[src/rtl/ros_meas_ctrl.sv]
// Ring-oscillator measurement sequencer: settles one oscillator, gates a
// window of 2^g clk cycles and counts its synchronized rising edges.
module ros_meas_ctrl #(
   parameter int NUM_RO     = 4,
   parameter int CNT_W      = 16,
   parameter int SETTLE_CYC = 16,
   localparam int SEL_W     = (NUM_RO > 1) ? $clog2(NUM_RO) : 1
) (
   input  logic              clk,
   input  logic              reset,
   input  logic              start,
   input  logic              scan,
   input  logic [SEL_W-1:0]  ro_sel,
   input  logic [3:0]        gate_log2,
   input  logic              abort,
   input  logic [NUM_RO-1:0] ro_in,
   output logic [NUM_RO-1:0] ro_ena,
   output logic              busy,
   output logic              done,
   input  logic [SEL_W-1:0]  rd_sel,
   output logic [CNT_W-1:0]  rd_data,
   output logic              rd_ovf
);

   localparam int SET_W = $clog2(SETTLE_CYC + 1);
   localparam int TMR_W = (SET_W > 16) ? SET_W : 16;

   typedef enum logic [1:0] {
      IDLE,
      SETTLE,
      MEASURE,
      DONE
   } state_t;

   state_t state;
   state_t state_nxt;

   logic              scan_q;
   logic [SEL_W-1:0]  chan_q;
   logic [3:0]        g_q;
   logic [TMR_W-1:0]  tmr_q;
   logic [NUM_RO-1:0] sync1_q;
   logic [NUM_RO-1:0] sync2_q;
   logic              hist_q;
   logic [CNT_W-1:0]  cnt_q;
   logic              cnt_ovf_q;
   logic [CNT_W-1:0]  res_q [NUM_RO];
   logic [NUM_RO-1:0] ovf_q;

   logic              cfg_load;
   logic              tmr_clr;
   logic              meas_entry;
   logic              meas_exit;
   logic              chan_inc;
   logic [3:0]        g_eff;
   logic [TMR_W-1:0]  win_last;
   logic [TMR_W-1:0]  set_last;
   logic              sel_sync;
   logic              rise;
   logic              sat;
   logic [CNT_W-1:0]  cnt_nxt;
   logic              ovf_nxt;
   logic              last_ch;

   // Gate windows shorter than 16 cycles are clamped up.
   assign g_eff    = (gate_log2 < 4'd4) ? 4'd4 : gate_log2;
   assign win_last = (TMR_W'(1) << g_q) - TMR_W'(1);
   assign set_last = TMR_W'(SETTLE_CYC - 1);
   assign sel_sync = sync2_q[chan_q];
   assign rise     = sel_sync & ~hist_q;
   assign sat      = &cnt_q;
   assign cnt_nxt  = (rise && !sat) ? cnt_q + CNT_W'(1) : cnt_q;
   assign ovf_nxt  = cnt_ovf_q | (rise & sat);
   assign last_ch  = (chan_q == SEL_W'(NUM_RO - 1));

   always_comb begin
      state_nxt  = state;
      cfg_load   = 1'b0;
      tmr_clr    = 1'b0;
      meas_entry = 1'b0;
      meas_exit  = 1'b0;
      chan_inc   = 1'b0;
      unique case (state)
         IDLE: begin
            if (start) begin
               state_nxt = SETTLE;
               cfg_load  = 1'b1;
               tmr_clr   = 1'b1;
            end
         end
         SETTLE: begin
            if (tmr_q == set_last) begin
               state_nxt  = MEASURE;
               tmr_clr    = 1'b1;
               meas_entry = 1'b1;
            end
         end
         MEASURE: begin
            if (tmr_q == win_last) begin
               meas_exit = 1'b1;
               tmr_clr   = 1'b1;
               if (!scan_q || last_ch) begin
                  state_nxt = DONE;
               end else begin
                  state_nxt = SETTLE;
                  chan_inc  = 1'b1;
               end
            end
         end
         DONE: begin
            state_nxt = IDLE;
         end
      endcase
      // Abort discards everything in flight, including the result write.
      if (abort) begin
         state_nxt  = IDLE;
         cfg_load   = 1'b0;
         tmr_clr    = 1'b1;
         meas_entry = 1'b0;
         meas_exit  = 1'b0;
         chan_inc   = 1'b0;
      end
   end

   always_ff @(posedge clk) begin
      if (reset) begin
         state <= IDLE;
      end else begin
         state <= state_nxt;
      end
   end

   always_ff @(posedge clk) begin
      if (reset) begin
         scan_q <= 1'b0;
         chan_q <= '0;
         g_q    <= 4'd4;
         tmr_q  <= '0;
      end else begin
         if (cfg_load) begin
            scan_q <= scan;
            g_q    <= g_eff;
            chan_q <= scan ? '0 : ro_sel;
         end else if (chan_inc) begin
            chan_q <= chan_q + SEL_W'(1);
         end
         if (tmr_clr) begin
            tmr_q <= '0;
         end else if (state == SETTLE || state == MEASURE) begin
            tmr_q <= tmr_q + TMR_W'(1);
         end
      end
   end

   always_ff @(posedge clk) begin
      if (reset) begin
         sync1_q <= '0;
         sync2_q <= '0;
      end else begin
         sync1_q <= ro_in;
         sync2_q <= sync1_q;
      end
   end

   always_ff @(posedge clk) begin
      if (reset) begin
         hist_q    <= 1'b0;
         cnt_q     <= '0;
         cnt_ovf_q <= 1'b0;
      end else if (meas_entry) begin
         hist_q    <= sel_sync;
         cnt_q     <= '0;
         cnt_ovf_q <= 1'b0;
      end else if (state == MEASURE) begin
         hist_q    <= sel_sync;
         cnt_q     <= cnt_nxt;
         cnt_ovf_q <= ovf_nxt;
      end
   end

   // The final window cycle's edge is folded in via cnt_nxt.
   always_ff @(posedge clk) begin
      if (reset) begin
         for (int i = 0; i < NUM_RO; i++) begin
            res_q[i] <= '0;
         end
         ovf_q <= '0;
      end else if (meas_exit) begin
         res_q[chan_q] <= cnt_nxt;
         ovf_q[chan_q] <= ovf_nxt;
      end
   end

   always_comb begin
      ro_ena = '0;
      if (state == SETTLE || state == MEASURE) begin
         ro_ena[chan_q] = 1'b1;
      end
   end

   assign busy    = (state != IDLE);
   assign done    = (state == DONE);
   assign rd_data = res_q[rd_sel];
   assign rd_ovf  = ovf_q[rd_sel];

endmodule

[config.mk]
export PLATFORM = sky130hd
export DESIGN_NAME = ros_meas_ctrl
export DESIGN_NICKNAME = d
export VERILOG_FILES = /design/src/rtl/ros_meas_ctrl.sv
export SDC_FILE = /design/constraint.sdc
export NUM_CORES = 1
export LEC_CHECK = 0
export ABC_AREA = 1
export BUFFER_PORTS_ARGS = -buffer_cell sky130_fd_sc_hd__buf_4
export CORE_MARGIN = 2
export CORE_UTILIZATION = 40
export CTS_CLUSTER_SIZE = 20
export DETAILED_ROUTE_END_ITERATION = 6
export GPL_TIMING_DRIVEN = 1
export MAX_ROUTING_LAYER = met4
export PLACE_DENSITY = 0.57
export SYNTH_ARGS = -nofsm -noshare
export SYNTH_HDL_FRONTEND = slang
export SYNTH_SLANG_ARGS = --single-unit
[constraint.sdc]
create_clock -name clk -period 3.1 [get_ports clk]
set_input_delay 0.155 -clock clk [delete_from_list [all_inputs] [get_ports clk]]
set_output_delay 0.155 -clock clk [all_outputs]
set_load 0.02 [all_outputs]
Word level (Yosys, flattened, before mapping)
Memories as Yosys holds them, arrays and structs flattened.
Cells that the tools add are included.
Word-level totals
  RAM bits: 64
  flip-flop bits (word level): 55
  output and inout bits: 23
  memories kept: 1
Memories
  res_q: words 4, width 16, read ports 1, clocked after Yosys merged registers in 0, write ports 4, line 47  | logic [CNT_W-1:0] res_q [NUM_RO];
Operators by class
  reductions and logical operators: 16
  magnitude comparators: 4
  $add $sub $neg: 4
  shifts and indexed selects: 1
  eq/ne operators: 9
  multiplexer cells: 43
  bitwise operators: 4
Operators with widths (count)
  adder 16 x 1 -> 16 bit (second input constant): 2
  2-to-1 mux 16 bit: 2
  2-to-1 mux 1 bit: 25
  == test 16 bit: 1
  == test 16 x 4 -> 1 bit (second input constant): 1
  2-to-1 mux 2 bit: 8
  AND reduction 16 bit: 1
  OR reduction 16 bit: 1
  << shifter 1 x 4 -> 16 bit (first input constant): 1
  subtractor 16 x 2 -> 16 bit (second input constant): 1
  2-to-1 mux 4 bit: 2
  one-hot mux 2 bit (4 select lines): 1
  == test 2 bit (second input constant): 3
  less-than comparator 2 x 3 -> 1 bit (second input constant): 2
  != test 2 bit (second input constant): 3
  nonzero test 2 bit: 3
  OR reduction 2 bit: 3
  binary-select mux 1 bit (select 2 bit): 2
  bitwise mux 4 bit: 1
  less-than comparator 4 x 3 -> 1 bit (second input constant): 1
  one-hot mux 1 bit (3 select lines): 1
  AND reduction 3 bit: 1
  adder 2 x 1 -> 2 bit (second input constant): 1
  AND 1 bit: 2
  9 further kinds: 12

Depth between registers and ports, before layout
  word-level depth: 11
  mapped depth: 18
  gate-level depth less buffers: 17

Worst setup path before layout
OpenSTA, ideal clock, no wires.
  path type: register to register
  start point: reg g_q[1]
  end point: mem res_q[2][0], enable pin
  buffers on the path: 2
  setup time: 0.372 ns
  clock period less this slack: 2.950 ns
  arrival: 2.578 ns
  cell stages (with the launch flop): 17
  required time: 2.728 ns
  path slack: 0.150 ns
  cell sequence: dfxtp_1 buf_4 nor2_2 nand2_2 ha_1 xor2_1 nand3_1 nand2_1 inv_1 nor2_1 nand2_1 nor2_4 nand4_4 nor2_8 nand3_4 buf_6 nand2_1
RTL lines
  from (decl): line 40  | logic [3:0] g_q;
  from (signal assigned): line 142  | g_q <= g_eff;
  to (decl): line 47

==> impl_metrics.ini <==
[floorplan]
core_region_area_mm2 = 0.0157
die_area_mm2 = 0.0169
die_h_um = 130
die_width_um = 130
ioPinCount = 40
rows = 46
initial_core_util_pct = 40.5

[sta]
fmax_mhz = 373
skew_ps = 10.1
rsz0062_at_grt = false
hold_viol_final = 0
timing.setup.tns_ps = 0
fin_crit_ps = 2680
worst_pin_slew_ps = 636
finalSetupViolCount = 0
slew_headroom_pct = 57.2
slew_violations = 0
finalCritPeriodShare_pct = 86.5

[global_route]
grt_pass1_vias = 4940
grt_start_max_net_pins = 36
grt_pass1_wl_um = 24800
track_usage_pct = 19.8
globalRouteOverflowTotal = 0
antenna_found_initial = 0

[clock_network]
cts.sinks = 119
numCtsBuffers = 17
post_cts_buffers = 0
clockRootBuffer = clkbuf_16
htree_levels = 4
path_clk_slew_ps = 60
clkLatencyLatePin_ps = 420
cts_tree = built
cts.path.max_buffers = 2

[routing]
wl_um = 15100
drcViolationCount = 0
drt-wirelength-per-cell_um = 13.6
ant_nets = 0
post_drt_via_cell_ratio = 4.76
drt_iter0_drc = 379
first_pass_iters = 5
via_count = 5284

[setup_path]
crit_fanout = 16
worst_r2r_path_depth = 15
arrival_ps = 2810
required_ps = 3230
r2r-end = res_q[3][3]
r2r-start = g_q[3]
cp-start-kind = flip-flop
end_kind = flip-flop
path_class = reg -> reg
rrSetupSlack_ps = 420

[logic_synthesis]
ys_seq_area_share_pct = 47.5
ys_ff_latch = 119
syn_nets = 848
synth_area_mm2 = 0.00637
syn_avg_cell_area_um2 = 7.77
synth_cell_types = 36
yosysWarnings = 0
synthCells = 819

[finish]
nets = 911
fillers = 1552
antenna_cells = 0
fin_area_mm2 = 0.00768
areaGrowthSynthToFinish_pct = 20.6
multiInputGateArea_mm2 = 0.00273
drive_gt1_share_pct = 12.6
regArea_mm2 = 0.00302

[power_and_ir_drop]
ir_drop_mv = 0.333
p_leak_uw = 0.00325
p_per_area_mw_per_mm2 = 531

[placed_design]
routabilityCongestion = 0.966
portBuffers = 39
dpl-instance-area_mm2 = 0.00701
hpwl_um = 10600

[worst_hold_path]
min_path_type = in -> reg
min_to = g_q[0]
worstHoldStart = gate_log2[0]
holdPathStages = 3

[status]
status = finished, final reports clean

[flow_run]
maxCapViolations = 0
==> what timing repair did <==
| item | 4_1_cts | 5_1_grt |
|---|---|---|
| hold buffers | 9 | 0 |
| endpoints found under the hold margin | 7 | 0 |
| setup endpoints to repair | 0 | 0 |
| gates resized for setup | 0 | 0 |
==> cell usage in the layout (no fill, tap or decap), drive strengths merged <==
| cell type | synthesis | final |
|---|---|---|
| clkbuf | 17 | 19 |
| buf | 6 | 58 |
| nor4 | 2 | 2 |
| o21bai | 1 | 1 |
| inv | 131 | 135 |
| o22ai | 17 | 17 |
| a211oi | 3 | 3 |
| clkinv | 3 | 6 |
| nor4b | 1 | 1 |
| xor2 | 33 | 33 |
| o211ai | 2 | 2 |
| dlygate4sd3 | 0 | 9 |
| nand2 | 143 | 143 |
| nand3 | 42 | 42 |
| o21ai | 63 | 63 |
| clkinvlp | 0 | 4 |
| ha | 12 | 12 |
| a21oi | 30 | 30 |
| nand3b | 3 | 3 |
| nor3 | 13 | 13 |
| o31ai | 1 | 1 |
| nor2 | 164 | 164 |
| edfxtp | 64 | 64 |
| nand4 | 12 | 12 |
| bufinv | 0 | 2 |
| dfxtp | 55 | 55 |
| a22o | 1 | 1 |
==> worst max-delay path by stage <==
stage / startpoint / to / slack, ps / cells after the start
floorplan: g_q[1] / res_q[2][0] / 150 / 16
global placement: g_q[3] / res_q[0][11] / 470 / 15
detailed placement: g_q[3] / res_q[0][10] / 460 / 15
CTS: g_q[3] / res_q[3][3] / 430 / 15
global route: g_q[2] / res_q[1][13] / 80 / 15
finish: g_q[3] / res_q[3][3] / 420 / 15
==> worst max-delay path: stages (launching register included) <==
cell     delay [ps]
dfxtp_1         380
nor2_2          230
nand2_2         110
ha_1            320
nand2_1          90
nand3_1          80
nor2_1          110
nand3_1          80
nor2_1           90
nand2_1          90
nor2_4          120
nand4_4         140
nor2_2          160
nand3_1          90
nand2_1         110
buf_12          170
==> registers in the layout, summed over array words and instances, names as in the netlist <==
register and cells:
cnt_q 16, state 2, res_q 64, g_q 4, chan_q 2, cnt_ovf_q 1, scan_q 1, tmr_q 16
hist_q 1, sync1_q 4, ovf_q 4, sync2_q 4
==> through the flow <==
stage | power [uW] | hold WS (ps) | cells | utilization [%] | worst slack, ps
2_1_floorplan | 2010 | 233 | 819 | - | 150
3_3_place_gp | 2160 | 359 | 1070 | 44.6 | 471
3_5_place_dp | 2150 | 363 | 1070 | 44.6 | 456
4_1_cts | 4110 | 3.17 | 1111 | 48.9 | 432
5_1_grt | 4240 | 53.0 | 1111 | 48.9 | 82.0
6_report | 4080 | 18.3 | 1111 | 48.9 | 419
==> synth_stat cells <==
library cell,n,area (um2)
ha_1,12,150
o211ai_1,2,15.0
nand3_4,2,35.0
buf_4,3,22.5
nand3b_1,3,22.5
inv_1,126,473
dfxtp_1,55,1100
nor2_1,153,574
nor4b_1,1,8.76
nand4_4,1,21.3
nor2_2,9,56.3
xor2_1,33,289
o31ai_1,1,7.51
nand2_1,137,514
o21ai_1,1,5.00
a211oi_1,3,22.5
o21ai_2,1,8.76
nor2_8,1,20.0
a22o_1,1,8.76
a21oi_1,30,150
nand3_1,40,200
o21bai_1,1,7.51
clkbuf_1,17,63.8
nor4_1,2,12.5
inv_2,5,18.8
nor2_4,1,11.3
clkinv_1,3,11.3
o22ai_1,17,106
o21ai_0,61,305
nand4_1,11,68.8
buf_6,2,22.5
nor3_1,13,65.1
nand2_4,1,11.3
buf_1,1,3.75
nand2_2,5,31.3
edfxtp_1,64,1920
==> metal layers <==
metal	track usage [%]	vias to the layer above	share of wire, %
met5	-	-	0
met4	6.39	0	1.8
met1	26.8	2356	50
li1	-	2765	-
met3	4.43	20	5.2
met2	29.4	143	43
==> power breakdown <==
part,internal (uW),leakage (uW),total (uW),switching [uW]
combinational,147,0.00188,405,258
clock,1190,0.000269,1950,757
sequential,1700,0.00111,1720,23.3
==> cell type report <==
type	count	share of cell area [%]
clock inverter	13	1.91
clock buffer	19	5.64
sequential	119	39.4
inverter	134	6.55
multi-input combinational	543	35.5
timing repair buffer	67	7.49
tap	216	3.52
==> cell families (layout without fill, tap and decap cells) <==
family	Yosys count	after routing	synth area share [%]
compound gates	118	118	10.0
xor+xnor	33	33	4.54
fa+ha+maj	12	12	2.36
buf+inv	157	233	9.67
flops	119	119	47.5
simple gates	380	380	26.0
(Power assumes the default switching activity.)
